--- src/rtl/code_loader.sv ---
// Byte-stream program loader: receives COUNT, N word pairs and an XOR checksum,
// writes the words into the code memory user region and holds the CPU meanwhile.
module code_loader #(
    parameter int BASE_ADDR = 32,
    parameter int MAX_WORDS = 32,
    parameter int TIMEOUT   = 65535
) (
    input  logic        clk,
    input  logic        rst,
    input  logic        start,
    input  logic [7:0]  rx_data,
    input  logic        rx_valid,
    output logic        rx_ready,
    output logic        mem_we,
    output logic [5:0]  mem_waddr,
    output logic [15:0] mem_wdata,
    output logic        cpu_hold,
    output logic        busy,
    output logic        done,
    output logic        error,
    output logic [1:0]  err_code,
    output logic [5:0]  words_loaded
);

    typedef enum logic [2:0] {
        S_IDLE  = 3'd0,
        S_COUNT = 3'd1,
        S_HI    = 3'd2,
        S_LO    = 3'd3,
        S_CSUM  = 3'd4,
        S_DONE  = 3'd5,
        S_ERR   = 3'd6
    } state_t;

    localparam logic [5:0]  BASE_W   = 6'(BASE_ADDR);
    localparam logic [7:0]  MAX_W    = 8'(MAX_WORDS);
    localparam logic [15:0] TO_LAST  = 16'(TIMEOUT - 1);

    localparam logic [1:0]  ERR_NONE  = 2'b00;
    localparam logic [1:0]  ERR_COUNT = 2'b01;
    localparam logic [1:0]  ERR_CSUM  = 2'b10;
    localparam logic [1:0]  ERR_TOUT  = 2'b11;

    state_t       state_q, state_d;
    logic [6:0]   count_q;
    logic [7:0]   hi_q;
    logic [7:0]   xor_q;
    logic [15:0]  to_cnt_q;
    logic [5:0]   words_q;
    logic         we_q;
    logic [5:0]   waddr_q;
    logic [15:0]  wdata_q;
    logic         hold_q;
    logic [1:0]   err_code_q;

    logic         active_s;
    logic         accept_s;
    logic         timeout_s;
    logic         start_go_s;
    logic         count_bad_s;
    logic         last_word_s;
    logic         csum_ok_s;

    always_comb begin
        active_s    = (state_q == S_COUNT) || (state_q == S_HI) ||
                      (state_q == S_LO)    || (state_q == S_CSUM);
        accept_s    = active_s && rx_valid;
        // An accept in the expiry cycle resets the counter instead of aborting.
        timeout_s   = active_s && !rx_valid && (to_cnt_q == TO_LAST);
        start_go_s  = start && ((state_q == S_IDLE) || (state_q == S_DONE) ||
                                (state_q == S_ERR));
        count_bad_s = (rx_data == 8'd0) || (rx_data > MAX_W);
        last_word_s = (({1'b0, words_q} + 7'd1) == count_q);
        csum_ok_s   = (rx_data == xor_q);
    end

    // State register.
    always_ff @(posedge clk) begin
        if (rst) begin
            state_q <= S_IDLE;
        end else begin
            state_q <= state_d;
        end
    end

    // Next-state logic.
    always_comb begin
        state_d = state_q;
        case (state_q)
            S_IDLE, S_DONE, S_ERR: begin
                if (start_go_s) state_d = S_COUNT;
                else            state_d = state_q;
            end
            S_COUNT: begin
                if (accept_s)       state_d = count_bad_s ? S_ERR : S_HI;
                else if (timeout_s) state_d = S_ERR;
                else                state_d = state_q;
            end
            S_HI: begin
                if (accept_s)       state_d = S_LO;
                else if (timeout_s) state_d = S_ERR;
                else                state_d = state_q;
            end
            S_LO: begin
                if (accept_s)       state_d = last_word_s ? S_CSUM : S_HI;
                else if (timeout_s) state_d = S_ERR;
                else                state_d = state_q;
            end
            S_CSUM: begin
                if (accept_s)       state_d = csum_ok_s ? S_DONE : S_ERR;
                else if (timeout_s) state_d = S_ERR;
                else                state_d = state_q;
            end
            default: state_d = S_IDLE;
        endcase
    end

    // Status outputs decoded from the state register.
    always_comb begin
        rx_ready = 1'b0;
        busy     = 1'b0;
        done     = 1'b0;
        error    = 1'b0;
        case (state_q)
            S_COUNT, S_HI, S_LO, S_CSUM: begin
                rx_ready = 1'b1;
                busy     = 1'b1;
            end
            S_DONE:  done  = 1'b1;
            S_ERR:   error = 1'b1;
            default: begin
                rx_ready = 1'b0;
                busy     = 1'b0;
            end
        endcase
    end

    // Datapath: byte capture, checksum, timeout counter and memory write port.
    always_ff @(posedge clk) begin
        if (rst) begin
            count_q    <= 7'd0;
            hi_q       <= 8'd0;
            xor_q      <= 8'd0;
            to_cnt_q   <= 16'd0;
            words_q    <= 6'd0;
            we_q       <= 1'b0;
            waddr_q    <= BASE_W;
            wdata_q    <= 16'd0;
            hold_q     <= 1'b0;
            err_code_q <= ERR_NONE;
        end else begin
            we_q <= 1'b0;
            if (start_go_s) begin
                words_q    <= 6'd0;
                xor_q      <= 8'd0;
                to_cnt_q   <= 16'd0;
                err_code_q <= ERR_NONE;
                hold_q     <= 1'b1;
            end else if (accept_s) begin
                to_cnt_q <= 16'd0;
                case (state_q)
                    S_COUNT: begin
                        if (count_bad_s) begin
                            err_code_q <= ERR_COUNT;
                        end else begin
                            count_q <= rx_data[6:0];
                            xor_q   <= rx_data;
                        end
                    end
                    S_HI: begin
                        hi_q  <= rx_data;
                        xor_q <= xor_q ^ rx_data;
                    end
                    S_LO: begin
                        we_q    <= 1'b1;
                        waddr_q <= BASE_W + words_q;
                        wdata_q <= {hi_q, rx_data};
                        words_q <= words_q + 6'd1;
                        xor_q   <= xor_q ^ rx_data;
                    end
                    S_CSUM: begin
                        if (csum_ok_s) hold_q     <= 1'b0;
                        else           err_code_q <= ERR_CSUM;
                    end
                    default: to_cnt_q <= 16'd0;
                endcase
            end else if (timeout_s) begin
                err_code_q <= ERR_TOUT;
            end else if (active_s) begin
                to_cnt_q <= to_cnt_q + 16'd1;
            end else begin
                to_cnt_q <= to_cnt_q;
            end
        end
    end

    assign mem_we       = we_q;
    assign mem_waddr    = waddr_q;
    assign mem_wdata    = wdata_q;
    assign cpu_hold     = hold_q;
    assign err_code     = err_code_q;
    assign words_loaded = words_q;

endmodule

--- config.mk ---
export PLATFORM = sky130hd
export DESIGN_NAME = code_loader
export DESIGN_NICKNAME = d
export VERILOG_FILES = /design/src/rtl/code_loader.sv
export SDC_FILE = /design/constraint.sdc
export NUM_CORES = 1
export LEC_CHECK = 0
export BUFFER_PORTS_ARGS = -buffer_cell sky130_fd_sc_hd__buf_2
export CORE_UTILIZATION = 52
export DETAILED_ROUTE_END_ITERATION = 16
export PLACE_DENSITY = 0.76
export REMOVE_ABC_BUFFERS = 1
export SYNTH_ARGS = -nofsm -noshare
export SYNTH_HDL_FRONTEND = slang
export SYNTH_SLANG_ARGS = --single-unit
--- constraint.sdc ---
create_clock -name clk -period 1.75 [get_ports clk]
set_input_delay 0 -clock clk [delete_from_list [all_inputs] [get_ports clk]]
set_output_delay 0 -clock clk [all_outputs]
set_load 0.05 [all_outputs]
## Word-level counts from Yosys, hierarchy flattened

Index checks and enable logic that the tools add are counted.

| cells by class | value |
|---|---|
| bitwise logic cells | 5 |
| equality and inequality tests | 14 |
| shift-type cells | 0 |
| $lt $le $gt $ge | 1 |
| mux-type cells | 25 |
| add/subtract/negate cells | 4 |
| multiply operators | 0 |
| reductions and logical operators | 32 |
| divide/modulo/power cells | 0 |

Operator list:

| kind | number |
|---|---|
| 3-bit 2-to-1 mux | 8 |
| 16-bit by 1-bit adder with 16-bit output (second input constant) | 1 |
| 16-bit equality test (second input constant) | 1 |
| 8-bit one-hot mux with 2 select lines | 1 |
| 3-bit one-hot mux with 5 select lines | 1 |
| 3-bit AND reduction | 4 |
| 2-bit 2-to-1 mux | 5 |
| 2-bit nonzero test | 5 |
| 3-bit equality test (second input constant) | 3 |
| 3-bit OR reduction | 3 |
| 8-bit equality test | 1 |
| 8-bit by 6-bit greater-than comparator with 1-bit output (second input constant) | 1 |
| 8-bit logical NOT | 1 |
| 1-bit 2-to-1 mux | 8 |
| 8-bit 2-to-1 mux | 1 |
| 4-bit AND reduction | 2 |
| 8-bit bitwise XOR | 1 |
| 6-bit by 1-bit adder with 7-bit output (second input constant) | 1 |
| 7-bit equality test | 1 |
| 6-bit by 1-bit adder with 6-bit output (second input constant) | 1 |
| 6-bit adder (first input constant) | 1 |
| 3-bit by 2-bit equality test with 1-bit output (second input constant) | 2 |
| 1-bit logical OR | 6 |
| 3-bit != test (second input constant) | 2 |
| 11 further kinds | 20 |

| storage, ports and cells | value |
|---|---|
| bits in writable memories | 0 |
| bits in registers | 74 |
| bits in read-only memories | 0 |
| output and inout bits | 36 |
| memories kept | 0 |
| latch bits | 0 |
| input port bits | 12 |

## Longest topological paths before layout

Gate-level depths: netlist (run 1).

| logic depth | value |
|---|---|
| word-level depth | 9 |
| gate-level depth with buffers | 8 |
| mapped depth without buffers | 7 |

## Worst setup path before layout (run 1)

OpenSTA, ideal clock, no wires.

| timing path | value |
|---|---|
| path type | reg2reg |
| from | register words_q[1], in the netlist words_loaded[1] |
| to | register state_q[2] |
| cell stages (with the launch flop) | 8 |
| setup slack | -601 ps |
| arrival | 2,276 ps |
| library setup time | 75 ps |
| path through | dfxtp_1 ha_1 clkbuf_1 xor2_1 or3_1 a211o_1 a311o_1 o22ai_1 |

| on the way | value |
|---|---|
| word-level cells in the longest chain between the ends | 5 |

RTL lines:

| item | RTL line | source |
|---|---|---|
| start: declaration | 49 | `logic [5:0] words_q;` |
| start signal: assignment | 178 | `words_q <= words_q + 6'd1;` |
| 6-bit by 1-bit adder with 7-bit output | 73 | `last_word_s = (({1'b0, words_q} + 7'd1) == count_q);` |
| 7-bit equality test | 73 |  |
| 3-bit 2-to-1 mux (2 in series) | 105 | `if (accept_s) state_d = last_word_s ? S_CSUM : S_HI;` |
| 3-bit one-hot mux with 5 select lines | 89 | `case (state_q)` |
| end signal: assignment | 82 | `state_q <= state_d;` |
| end: declaration | 44 | `state_t state_q, state_d;` |

No other way between the ends.
A chain may end at the register's enable or synchronous reset.

## Final worst setup path (run 1)

| timing path | value |
|---|---|
| from | register to_cnt_q[0] |
| to | register to_cnt_q[9] |

| on the way | value |
|---|---|
| word-level cells in the longest chain between the ends | 4 |

RTL lines:

| item | RTL line | source |
|---|---|---|
| start: declaration | 48 | `logic [15:0] to_cnt_q;` |
| start signal: assignment | 190 | `to_cnt_q <= to_cnt_q + 16'd1;` |
| start signal: assignment | 192 | `to_cnt_q <= to_cnt_q;` |
| parallel branches: the longest is 4 deep, another holds 16-bit by 1-bit adder with 16-bit output | - |  |

Several ways; the timed one is not identified.

==> metrics.txt, run 1 <==
Routed WL per cell 14.3 µm; number of enable-type register cells in the synthesized netlist 0; share of synthesized area occupied by flip-flops and latches 39.6%; clock tree from TritonCTS done; cell row count 30; RSZ-0062 raised after global routing true; detailed placer's ending HPWL 6150 µm; Critical Path Stages 8; number of antenna violations at the first check in global routing 0; worst setup path category reg2reg; Distinct cells, synth 60; number of antenna diodes 0; Sequential Power Share between 40 and 50%; weighted congestion reported at the end of routability-driven placement roughly 0.89; total power density per cell area 813 nW/µm²; reported max-cap violation count 0; count of final setup violators 3; Setup crit end to_cnt_q[9]$_SDFFE_PP0P_; largest net degree at the start of global routing 30; clk sinks 74; leading register cell type out of synthesis sky130_fd_sc_hd__dfxtp_1; worst setup slack for register-to-register paths -0.15 ns; wire length of the first global-routing pass between 10000 and 15000 µm; total count of max-transition violations in the final report 0; number of I/O port buffers 47; Hold/Removal Path Class in2reg; total track usage between 20% and 30%; via count of the first global-routing pass roughly 3100; Worst R2R End to_cnt_q[9]$_SDFFE_PP0P_; maximum clock path buffer count 2; DRT antenna net count 0; violations in the final reports negative setup slack; aggregate global routing overflow 0; biggest fanout along the worst timing path 4; Non-Filler Cell Area, Final 4720 µm²; cell type group with the largest total delay on the critical path compound AO/OA/AOI/OAI gates; clock-pin slew reported for the worst setup and hold paths after clock tree synthesis 0.09 ns; # nets final 542; FF/Latch Area ~1500 µm²; root buffer selected by CTS sky130_fd_sc_hd__clkbuf_8; remaining routing DRC violations 0; cell with the largest stage delay on the worst path sky130_fd_sc_hd__a2111oi_1; placed standard-cell area between 4000 and 5000 µm²; number of H-tree branching levels 3; DRT iter0 DRCs 301; transition time of the tightest slew-check pin 0.585 ns; critical path required time roughly 2.0 ns; FF-to-FF Start to_cnt_q[0]$_SDFFE_PP0P_; outcome complete, but fails checks; cell breakdown of the critical path inv_2 -> ha_4 -> nand4b_1 -> nor3_2 -> clkdlybuf4s15_2 -> a2111oi_1 -> xnor2_1 -> nor2_1; flip-flop and latch count after synthesis between 70 and 80; ys async rst share 0%; proportion of power drawn by the clock network a little over 40%; logic depth of the worst register-to-register path 8; floorplan die width around 87 µm; data arrival at the endpoint of the critical path ~2.2 ns; maximum vdd ir drop ~0.63 mV; CP peak stage delay 0.56 ns; logic gate share of total power ~14%; io pins 48; worst setup path start to_cnt_q[0]$_SDFFE_PP0P_; worst slew slack as a fraction of its limit between 60% and 70%; die span in y a little under 90 µm; total number of yosys warnings 0; Total Die Area approximately 7500 µm²; number of iterations in the first detailed-routing pass 4; Worst Clk Skew between 0.01 and 0.015 ns; effective utilization at floorplan a little over half; total area of multi-input combinational cells approximately 2100 µm²; average cell area after synthesis between 8 and 9 µm²; slack of the critical path -0.147 ns; total number of vias ~3500; number of hold violations in the final report 0; crit path launch type flop; Achievable Freq between 500 and 600 MHz; post-layout minimum cycle time between 1.5 and 2 ns; post-detailed-routing wire length around 9000 µm; internal power 2.80 mW; post-route clock period utilization 108%; via density per instance 5.52; placement-stage worst setup slack -0.118 ns; fraction of power spent switching nets 27.0%; commonest cells after routing, fill and taps aside sky130_fd_sc_hd__nand2_1 (66), sky130_fd_sc_hd__dfxtp_1 (66), sky130_fd_sc_hd__buf_4 (47), sky130_fd_sc_hd__nor2_1 (44), sky130_fd_sc_hd__buf_2 (44); Filler Cells Inserted around 550; CTS Buf Count 9; switching pwr approximately 1.0 mW; share of layout cells above drive strength 1 about 29%; growth of design area from synthesis to finish 26.3%; cell count after synthesis ~450; critical path buffer and inverter count 2; Worst-Skew Late Latency between 0.3 and 0.4 ns; Static Leak between 1.5 and 2 nW; type of destination of the critical path flop; cell area after technology mapping approximately 3700 µm²; placeable core region approximately 6900 µm²
==> cell families after synthesis <==
family / Yosys count / share of synthesized area [%]
AO/OA/AOI/OAI: 77 / 13.1
XOR/XNOR: 37 / 8.67
flip-flops: 74 / 39.6
AND/OR/NAND/NOR: 193 / 26.4
buffers and inverters: 48 / 7.26
adder cells (fa/ha/maj): 4 / 1.27
multiplexers: 14 / 3.75
==> per-stage QoR <==
step | util [%] | power [mW] | instances | TNS [ns] | hold slack (ns)
detailed placement | 62.3 | 2.26 | 602 | -0.537 | 0.327
CTS | 67.2 | 3.83 | 624 | -0.00180 | 0.0423
global placement | 62.3 | 2.25 | 602 | -0.279 | 0.318
floorplan | - | 2.04 | 409 | -15.79 | 0.0691
finish | 68.8 | 3.84 | 628 | -0.192 | 0.0523
global route | 68.8 | 3.98 | 628 | -0.838 | 0.0521
==> worst min-delay path by stage <==
stage                                 to  depth (start not counted)       start
4_1_cts        mem_wdata[1]$_SDFFE_PP0P_                          4  rx_data[1]
6_report       mem_wdata[1]$_SDFFE_PP0P_                          4  rx_data[1]
2_1_floorplan      cpu_hold$_SDFFE_PP0P_                          1         rst
3_5_place_dp   mem_wdata[6]$_SDFFE_PP0P_                          3  rx_data[6]
3_3_place_gp   mem_wdata[6]$_SDFFE_PP0P_                          3  rx_data[6]
5_1_grt        mem_wdata[1]$_SDFFE_PP0P_                          4  rx_data[1]
==> what timing repair did <==
action,4_1_cts,5_1_grt
pin swaps,6,7
cloned,0,1
endpoints found under the setup margin,5,17
hold buffers,6,0
hold endpoints to repair,10,0
resized for setup,16,23
setup buffers,0,3
==> cell usage after synthesis (9+ instances only) <==
cell type | number | area [µm²]
sky130_fd_sc_hd__dfxtp_1 | 74 | 1480
sky130_fd_sc_hd__nand2_1 | 67 | 251
sky130_fd_sc_hd__nor2_1 | 44 | 165
sky130_fd_sc_hd__a21oi_1 | 36 | 180
sky130_fd_sc_hd__clkbuf_1 | 20 | 75.1
sky130_fd_sc_hd__xnor2_1 | 19 | 166
sky130_fd_sc_hd__xor2_1 | 18 | 158
sky130_fd_sc_hd__nand3_1 | 17 | 85.1
sky130_fd_sc_hd__mux2i_1 | 14 | 140
sky130_fd_sc_hd__nor4_1 | 12 | 75.1
sky130_fd_sc_hd__inv_1 | 10 | 37.5
sky130_fd_sc_hd__nor3_1 | 9 | 45.0
==> final cells by class <==
cell class / count / share of cell area, %
Clock buffer: 10 / 2.91
Clock inverter: 6 / 2.01
Inverter: 10 / 0.795
Multi-Input combinational cell: 325 / 43.7
Sequential cell: 74 / 31.7
Tap cell: 96 / 2.54
Timing Repair Buffer: 107 / 16.3
==> tightest hold or removal path, delay by kind of cell <==
| family | cells | cell delay [ns] |
|---|---|---|
| buffers and inverters | 2 | 0.26 |
| and+or+nand+nor | 1 | 0.06 |
| AOI/OAI and AO/OA | 1 | 0.05 |
==> sequential cells by signal, indices dropped and copies added, names as in the netlist <==
| signal | count |
|---|---|
| cpu_hold | 1 |
| count_q | 7 |
| mem_wdata | 16 |
| err_code | 2 |
| to_cnt_q | 16 |
| words_loaded | 6 |
| state_q | 3 |
| xor_q | 8 |
| mem_waddr | 6 |
| mem_we | 1 |
| hi_q | 8 |
==> power by group through the flow <==
stage / combinational, mW / sequential (mW) / clock (mW)
floorplan: 0.224 / 1.82 / 0
global placement: 0.470 / 1.78 / 0
detailed placement: 0.480 / 1.78 / 0
CTS: 0.510 / 1.74 / 1.58
global route: 0.579 / 1.75 / 1.65
finish: 0.539 / 1.75 / 1.56
==> routing by layer <==
layer | up-vias | track usage (%) | wire length [µm]
li1 | 1727 | - | -
met5 | - | 0 | 0
met4 | 0 | 6.82 | 121
met2 | 94 | 39.9 | 4360
met1 | 1639 | 31.8 | 4120
met3 | 9 | 6.76 | 398
No activity file was read; power rests on OpenSTA's default activity.
==> run 2, diff against run 1 <==
- ABC_AREA: not set -> 1
- clock period: 1.75 -> 1.6 ns (I/O delays scaled with it)
==> run 2 against run 1 <==
The flow still finishes with violations (negative setup slack); die area decreased by 1.9%; utilization down 0.22 points; design area down 1.4%; area after synthesis shrank 2.0%; sequential power rose by 24%; via count rose by 6.8%; worst hold slack worse by 0.031 ns; sequential cell count did not move; clock skew is 0.0022 ns higher; non-clock buffer count is 16 lower; routed wire length up 3.9%.
==> metrics.txt, run 2 <==
outcome complete, but fails checks; violations in the final reports negative setup slack; aggregate global routing overflow 0 (unchanged); cell type group with the largest total delay on the critical path simple AND/OR/NAND/NOR gates; reported max-cap violation count 0 (unchanged); most numerous cell types in the synthesized netlist sky130_fd_sc_hd__nand2_1 (127), sky130_fd_sc_hd__dfxtp_1 (74), sky130_fd_sc_hd__nor2_1 (65), sky130_fd_sc_hd__a21oi_1 (62), sky130_fd_sc_hd__o21ai_0 (39); DRT iter0 DRCs 178 (-41%); maximum vdd ir drop 1.45 mV (+130%); largest net degree at the start of global routing 33 (+10%); share of layout cells above drive strength 1 27.1% (-1.5 points); number of I/O port buffers 47 (unchanged); commonest non-fill, non-tap cell in the layout sky130_fd_sc_hd__nand2_1; flip-flop and latch count after synthesis 74 (unchanged); number of antenna diodes 0 (unchanged); DRT antenna net count 0 (unchanged); Worst R2R End to_cnt_q[6]$_SDFFE_PP0P_; worst setup slack for register-to-register paths -0.02 ns (+0.13 ns); via density per instance 5.22 (-5.4%); via count of the first global-routing pass 3213 (+3.8%); post-detailed-routing wire length 9350 µm (+3.9%); count of final setup violators 2 (-1); Worst Clk Skew 0.0149 ns (+0.00218 ns); cell count after synthesis 521 (+17%); die span in y 86.0 µm (-0.97%); crit path launch type flop; wire length of the first global-routing pass 14800 µm (+3.0%); # nets final 623 (+15%); average cell area after synthesis 7.03 µm² (-16%); number of H-tree branching levels 3 (unchanged); cell area after technology mapping 3660 µm² (-2.0%); Worst Hold Margin 0.0215 ns (-0.0309 ns); Hold/Removal Path Class in2reg; Critical Path Most Common Cell sky130_fd_sc_hd__nand2_1; worst slew slack as a fraction of its limit 78.1% (+17 points); CTS Buf Count 9 (unchanged); total number of vias 3704 (+6.8%); cell with the largest stage delay on the worst path sky130_fd_sc_hd__dfxtp_2; share of Yosys cell area claimed by the top area cell type 40.4% (+0.80 points); clock-pin slew reported for the worst setup and hold paths after clock tree synthesis 0.10 ns (about the same); total count of max-transition violations in the final report 0 (unchanged); total number of yosys warnings 0 (unchanged); CP peak stage delay 0.36 ns (-0.20 ns); io pins 48 (unchanged); post-route clock period utilization 101% (-7.3 points); placement-stage worst setup slack -0.0505 ns (+0.0679 ns); post-layout minimum cycle time 1.62 ns (-0.280 ns); effective utilization at floorplan 53.9% (-0.49 points); biggest fanout along the worst timing path 7 (+3); WHS Path Cells 2 (-2); critical path buffer and inverter count 3 (+1); Distinct cells, synth 34 (-43%); remaining routing DRC violations 0 (unchanged); Static Leak 1.94 nW (+2.2%); critical path required time 1.85 ns (-0.16 ns); Routed WL per cell 13.2 µm (-8.0%); cell breakdown of the critical path inv_2 -> ha_4 -> inv_2 -> nor2_1 -> nand2_1 -> nor2_2 -> nand2_2 -> nand2_2 -> inv_4 -> nand4_1 -> nor2_2 -> nand2_1 -> nand2_1 -> nor2_1; floorplan die width 86.0 µm (-0.97%); Achievable Freq 619 MHz (+17%); placeable core region 6790 µm² (-1.1%); number of enable-type register cells in the synthesized netlist 0 (unchanged); dominant cell type by area after synthesis sky130_fd_sc_hd__dfxtp_1; share of synthesized area occupied by flip-flops and latches 40.4% (+0.80 points); commonest cells after routing, fill and taps aside sky130_fd_sc_hd__nand2_1 (122), sky130_fd_sc_hd__dfxtp_1 (64), sky130_fd_sc_hd__a21oi_1 (62), sky130_fd_sc_hd__nor2_1 (57), sky130_fd_sc_hd__buf_2 (47); leading register cell type out of synthesis sky130_fd_sc_hd__dfxtp_1; clock tree from TritonCTS done; Final TNS setup -0.0228 ns (+0.169 ns); number of antenna violations at the first check in global routing 0 (unchanged); data arrival at the endpoint of the critical path 1.86 ns (-0.30 ns); detailed placer's ending HPWL 6400 µm (+4.1%); placed standard-cell area 4240 µm² (-0.96%); ys async rst share 0% (unchanged); type of destination of the critical path flop; total track usage 25.6% (+1.0 points); FF-to-FF Start to_cnt_q[0]$_SDFFE_PP0P_; maximum clock path buffer count 2 (unchanged); growth of design area from synthesis to finish 27.1%; Non-Filler Cell Area, Final 4660 µm² (-1.4%); weighted congestion reported at the end of routability-driven placement 0.952 (+7.5%); Total Die Area 7390 µm² (-1.9%); number of hold violations in the final report 0 (unchanged); power after layout 6.15 mW (+60%); root buffer selected by CTS sky130_fd_sc_hd__clkbuf_8; Synth area leaders sky130_fd_sc_hd__dfxtp_1 (40%), sky130_fd_sc_hd__nand2_1 (13%), sky130_fd_sc_hd__a21oi_1 (8.5%), sky130_fd_sc_hd__nor2_1 (6.7%), sky130_fd_sc_hd__o21ai_0 (5.3%); transition time of the tightest slew-check pin 0.328 ns (-0.257 ns); clk sinks 74 (unchanged); hold endpoint state_q[0]$_SDFFE_PP0P_; Worst-Skew Late Latency 0.36 ns (about the same); number of iterations in the first detailed-routing pass 5 (+1); RSZ-0062 raised after global routing true; cell with the most instances after synthesis sky130_fd_sc_hd__nand2_1; start point of the worst hold path rst; slack of the critical path -0.0167 ns (+0.130 ns); logic depth of the worst register-to-register path 14 (+6); cell row count 30 (unchanged); worst setup path category reg2reg; total power density per cell area 1320 nW/µm² (+62%)
[run 2: metrics by stage]
stage / cells / utilization [%]
after floorplan: 505 / -
after global placement: 684 / 62.4
after detailed placement: 684 / 62.4
after CTS: 706 / 66.6
after global routing: 709 / 68.5
final: 709 / 68.5
[run 2: how the worst max path moves through the flow]
| stage | from | to | slack (ns) | cells after the start |
|---|---|---|---|---|
| after global placement | to_cnt_q[6]$_SDFFE_PP0P_ | err_code[0]$_SDFFE_PP0P_ | 0.02 | 11 |
| after floorplan | state_q[0]$_SDFFE_PP0P_ | to_cnt_q[6]$_SDFFE_PP0P_ | -0.72 | 9 |
| after detailed placement | to_cnt_q[0]$_SDFFE_PP0P_ | err_code[0]$_SDFFE_PP0P_ | -0.05 | 13 |
| after CTS | to_cnt_q[0]$_SDFFE_PP0P_ | err_code[0]$_SDFFE_PP0P_ | -0.004 | 13 |
| final | to_cnt_q[0]$_SDFFE_PP0P_ | to_cnt_q[6]$_SDFFE_PP0P_ | -0.02 | 14 |
| after global routing | to_cnt_q[0]$_SDFFE_PP0P_ | err_code[0]$_SDFFE_PP0P_ | -0.14 | 13 |
[run 2: layout make-up]
type / instances / area [µm²]
Clock buffer: 9 / 124
Clock inverter: 7 / 83.8
Fill cell: 573 / 2140
Inverter: 46 / 181
Multi-Input combinational cell: 385 / 2010
Sequential cell: 74 / 1500
Tap cell: 96 / 120
Timing Repair Buffer: 91 / 638
Timing Repair inverter: 1 / 7.51
[run 2: cell families after synthesis]
group / after synthesis / synth area share, %
compound gates: 115 / 17.2
flops: 74 / 40.4
simple gates: 249 / 29.5
xor+xnor: 18 / 4.30
buf+inv: 62 / 7.51
fa+ha+maj: 3 / 1.02
[run 2: timing repair]
item	CTS	global route
hold endpoints to repair	8	0
cloned	0	1
pin swaps	7	12
gates resized for setup	10	37
endpoints found under the setup margin	10	58
setup buffers	0	2
hold buffers	6	0
[run 2: per-layer routing]
metal	wire length (µm)	up-vias	track usage [%]
met5	0	-	0
met4	185	0	11.7
met3	367	16	3.46
met2	4410	111	39.1
met1	4390	1707	35.7
li1	-	1870	-
[run 2: power breakdown]
part	switching (mW)	internal, mW	leakage [nW]
clock network	0.799	0.751	0.103
registers	0.146	2.02	0.603
logic	1.59	0.845	1.23
total	2.53	3.62	1.94
==> run 3, diff against run 2 <==
- ABC_AREA: 1 -> not set
- CORE_UTILIZATION: 52 -> 54
- CTS_BUF_LIST: not set -> sky130_fd_sc_hd__clkbuf_4
- PLACE_DENSITY: 0.76 -> 0.78
==> run 3 against run 2 <==
The flow still finishes with violations (negative setup slack); total power shrank 40%; fmax shrank 18%; combinational power shrank 69%; register-to-register slack lost 0.36 ns; global-route usage grew 4.2 points.
==> metrics.txt, run 3 (synthesis results as in run 1) <==
outcome complete, but fails checks; violations in the final reports negative setup slack; wire length of the first global-routing pass 17000 µm (+15%); number of iterations in the first detailed-routing pass 8 (+3); biggest fanout along the worst timing path 2 (-5); number of hold violations in the final report 0 (unchanged); Total Die Area 7260 µm² (-1.7%); Routed WL per cell 19.1 µm (+45%); root buffer selected by CTS sky130_fd_sc_hd__clkbuf_4; Worst Clk Skew 0.0207 ns (+0.00583 ns); Non-Filler Cell Area, Final 5150 µm² (+11%); # nets final 570 (-8.5%); critical path required time 1.92 ns (+0.07 ns); Achievable Freq 505 MHz (-18%); data arrival at the endpoint of the critical path 2.30 ns (+0.44 ns); worst setup path category reg2reg; CTS Buf Count 9 (unchanged); remaining routing DRC violations 0 (unchanged); via density per instance 6.26 (+20%); post-layout minimum cycle time 1.98 ns (+0.364 ns); crit path launch type flop; post-detailed-routing wire length 12200 µm (+30%); number of antenna diodes 0 (unchanged); Hold/Removal Path Class in2reg; largest net degree at the start of global routing 27 (-18%); worst slew slack as a fraction of its limit 72.0% (-6.1 points); weighted congestion reported at the end of routability-driven placement 0.848 (-11%); number of I/O port buffers 47 (unchanged); DRT antenna net count 0 (unchanged); detailed placer's ending HPWL 6450 µm (+0.79%); share of layout cells above drive strength 1 39.9% (+13 points); transition time of the tightest slew-check pin 0.409 ns (+0.0807 ns); number of H-tree branching levels 3 (unchanged); aggregate global routing overflow 0 (unchanged); total track usage 29.8% (+4.2 points); number of antenna violations at the first check in global routing 0 (unchanged); commonest cells after routing, fill and taps aside sky130_fd_sc_hd__nand2_1 (63), sky130_fd_sc_hd__buf_4 (63), sky130_fd_sc_hd__dfxtp_1 (62), sky130_fd_sc_hd__buf_2 (44), sky130_fd_sc_hd__nor2_1 (42); clock-pin slew reported for the worst setup and hold paths after clock tree synthesis 0.13 ns (+0.03 ns); io pins 48 (unchanged); slack of the critical path -0.381 ns (-0.364 ns); placed standard-cell area 4400 µm² (+3.8%); count of final setup violators 29 (+27); total count of max-transition violations in the final report 0 (unchanged); maximum vdd ir drop 0.673 mV (-54%); via count of the first global-routing pass 3668 (+14%); Worst-Skew Late Latency 0.44 ns (+0.08 ns); floorplan die width 85.2 µm (-0.87%); die span in y 85.2 µm (-0.87%); clock tree from TritonCTS done; placeable core region 6530 µm² (-3.9%); clk sinks 74 (unchanged); effective utilization at floorplan 57.2% (+3.3 points); post-route clock period utilization 124% (+23 points); total number of vias 3980 (+7.5%); reported max-cap violation count 0 (unchanged); type of destination of the critical path flop; cell row count 29 (-3.3%); growth of design area from synthesis to finish 37.9%; DRT iter0 DRCs 412 (+130%); RSZ-0062 raised after global routing true; total power density per cell area 720 nW/µm² (-45%); Static Leak 2.03 nW (+5.0%); Finished Core Util 78.9% (+10 points); maximum clock path buffer count 2 (unchanged)
run 3: cell types whose count changed in the layout (fill, tap and decap cells not counted), moves of 11 or more:
| cell | previous run | this run |
|---|---|---|
| sky130_fd_sc_hd__a21oi_1 | 62 | 33 |
| sky130_fd_sc_hd__buf_4 | 32 | 63 |
| sky130_fd_sc_hd__buf_6 | 2 | 13 |
| sky130_fd_sc_hd__inv_1 | 34 | 8 |
| sky130_fd_sc_hd__mux2i_1 | 0 | 14 |
| sky130_fd_sc_hd__nand2_1 | 122 | 63 |
| sky130_fd_sc_hd__nor2_1 | 57 | 42 |
| sky130_fd_sc_hd__o21ai_0 | 36 | 7 |
| sky130_fd_sc_hd__xor2_1 | 4 | 18 |
run 3: area by class of cell:
type	instances	area (µm²)
clock inverters	6	43.8
clock buffers	9	67.6
flip-flops and latches	74	1500
well taps	77	96.3
inverters	10	40.0
repair buffers	135	1030
fillers	395	1380
multi-input cells	325	2370
run 3: final timing paths:
check / start / to / slack (ns) / cells past startpoint
setup / recovery: words_loaded[0]$_SDFFE_PP0P_ / state_q[1]$_SDFFE_PP0P_ / -0.38 / 6
hold / removal: rx_valid / state_q[0]$_SDFFE_PP0P_ / 0.12 / 5
setup reg to reg: words_loaded[0]$_SDFFE_PP0P_ / state_q[1]$_SDFFE_PP0P_ / -0.38 / 6
hold reg to reg: hi_q[7]$_SDFFE_PP0P_ / mem_wdata[15]$_SDFFE_PP0P_ / 0.46 / 2
run 3: through the flow:
step / cells / worst slack, ns / setup TNS (ns) / hold slack, ns / power [mW]
3_5_place_dp: 602 / -0.372 / -5.24 / 0.309 / 2.49
6_report: 636 / -0.381 / -3.10 / 0.118 / 3.71
3_3_place_gp: 602 / -0.282 / -4.23 / 0.308 / 2.48
4_1_cts: 632 / -0.194 / -0.683 / 0.0445 / 3.59
5_1_grt: 636 / -0.415 / -4.66 / 0.154 / 3.82
2_1_floorplan: 409 / -0.806 / -25.79 / 0.0691 / 2.23
run 3: repair_timing:
| item | in CTS | in global routing |
|---|---|---|
| hold buffers | 10 | 0 |
| endpoints found under the setup margin | 33 | 61 |
| resized for setup | 55 | 54 |
| pin swaps | 17 | 18 |
| endpoints found under the hold margin | 27 | 0 |
| buffers inserted | 6 | 4 |
| cloned | 0 | 0 |
run 3: report_power, final:
| group | leakage, nW | internal (mW) | switching, mW |
|---|---|---|---|
| sequential | 0.604 | 1.88 | 0.0400 |
| combinational | 1.38 | 0.315 | 0.441 |
| clock | 0.0504 | 0.311 | 0.728 |
| total | 2.03 | 2.50 | 1.21 |
run 3: worst max-delay path: stages (launching register included):
cell	delay, ns
sky130_fd_sc_hd__dfxtp_4	0.38
sky130_fd_sc_hd__ha_4	0.28
sky130_fd_sc_hd__xnor2_2	0.10
sky130_fd_sc_hd__nand3_1	0.10
sky130_fd_sc_hd__or4_4	0.51
sky130_fd_sc_hd__a311oi_1	0.35
sky130_fd_sc_hd__o21ai_1	0.15
run 3: layer usage:
metal  global-route usage (%)  wire (µm)
met5                        0          0
met4                     15.1        624
met3                     5.25        924
met2                     50.0       6000
met1                     36.7       4620
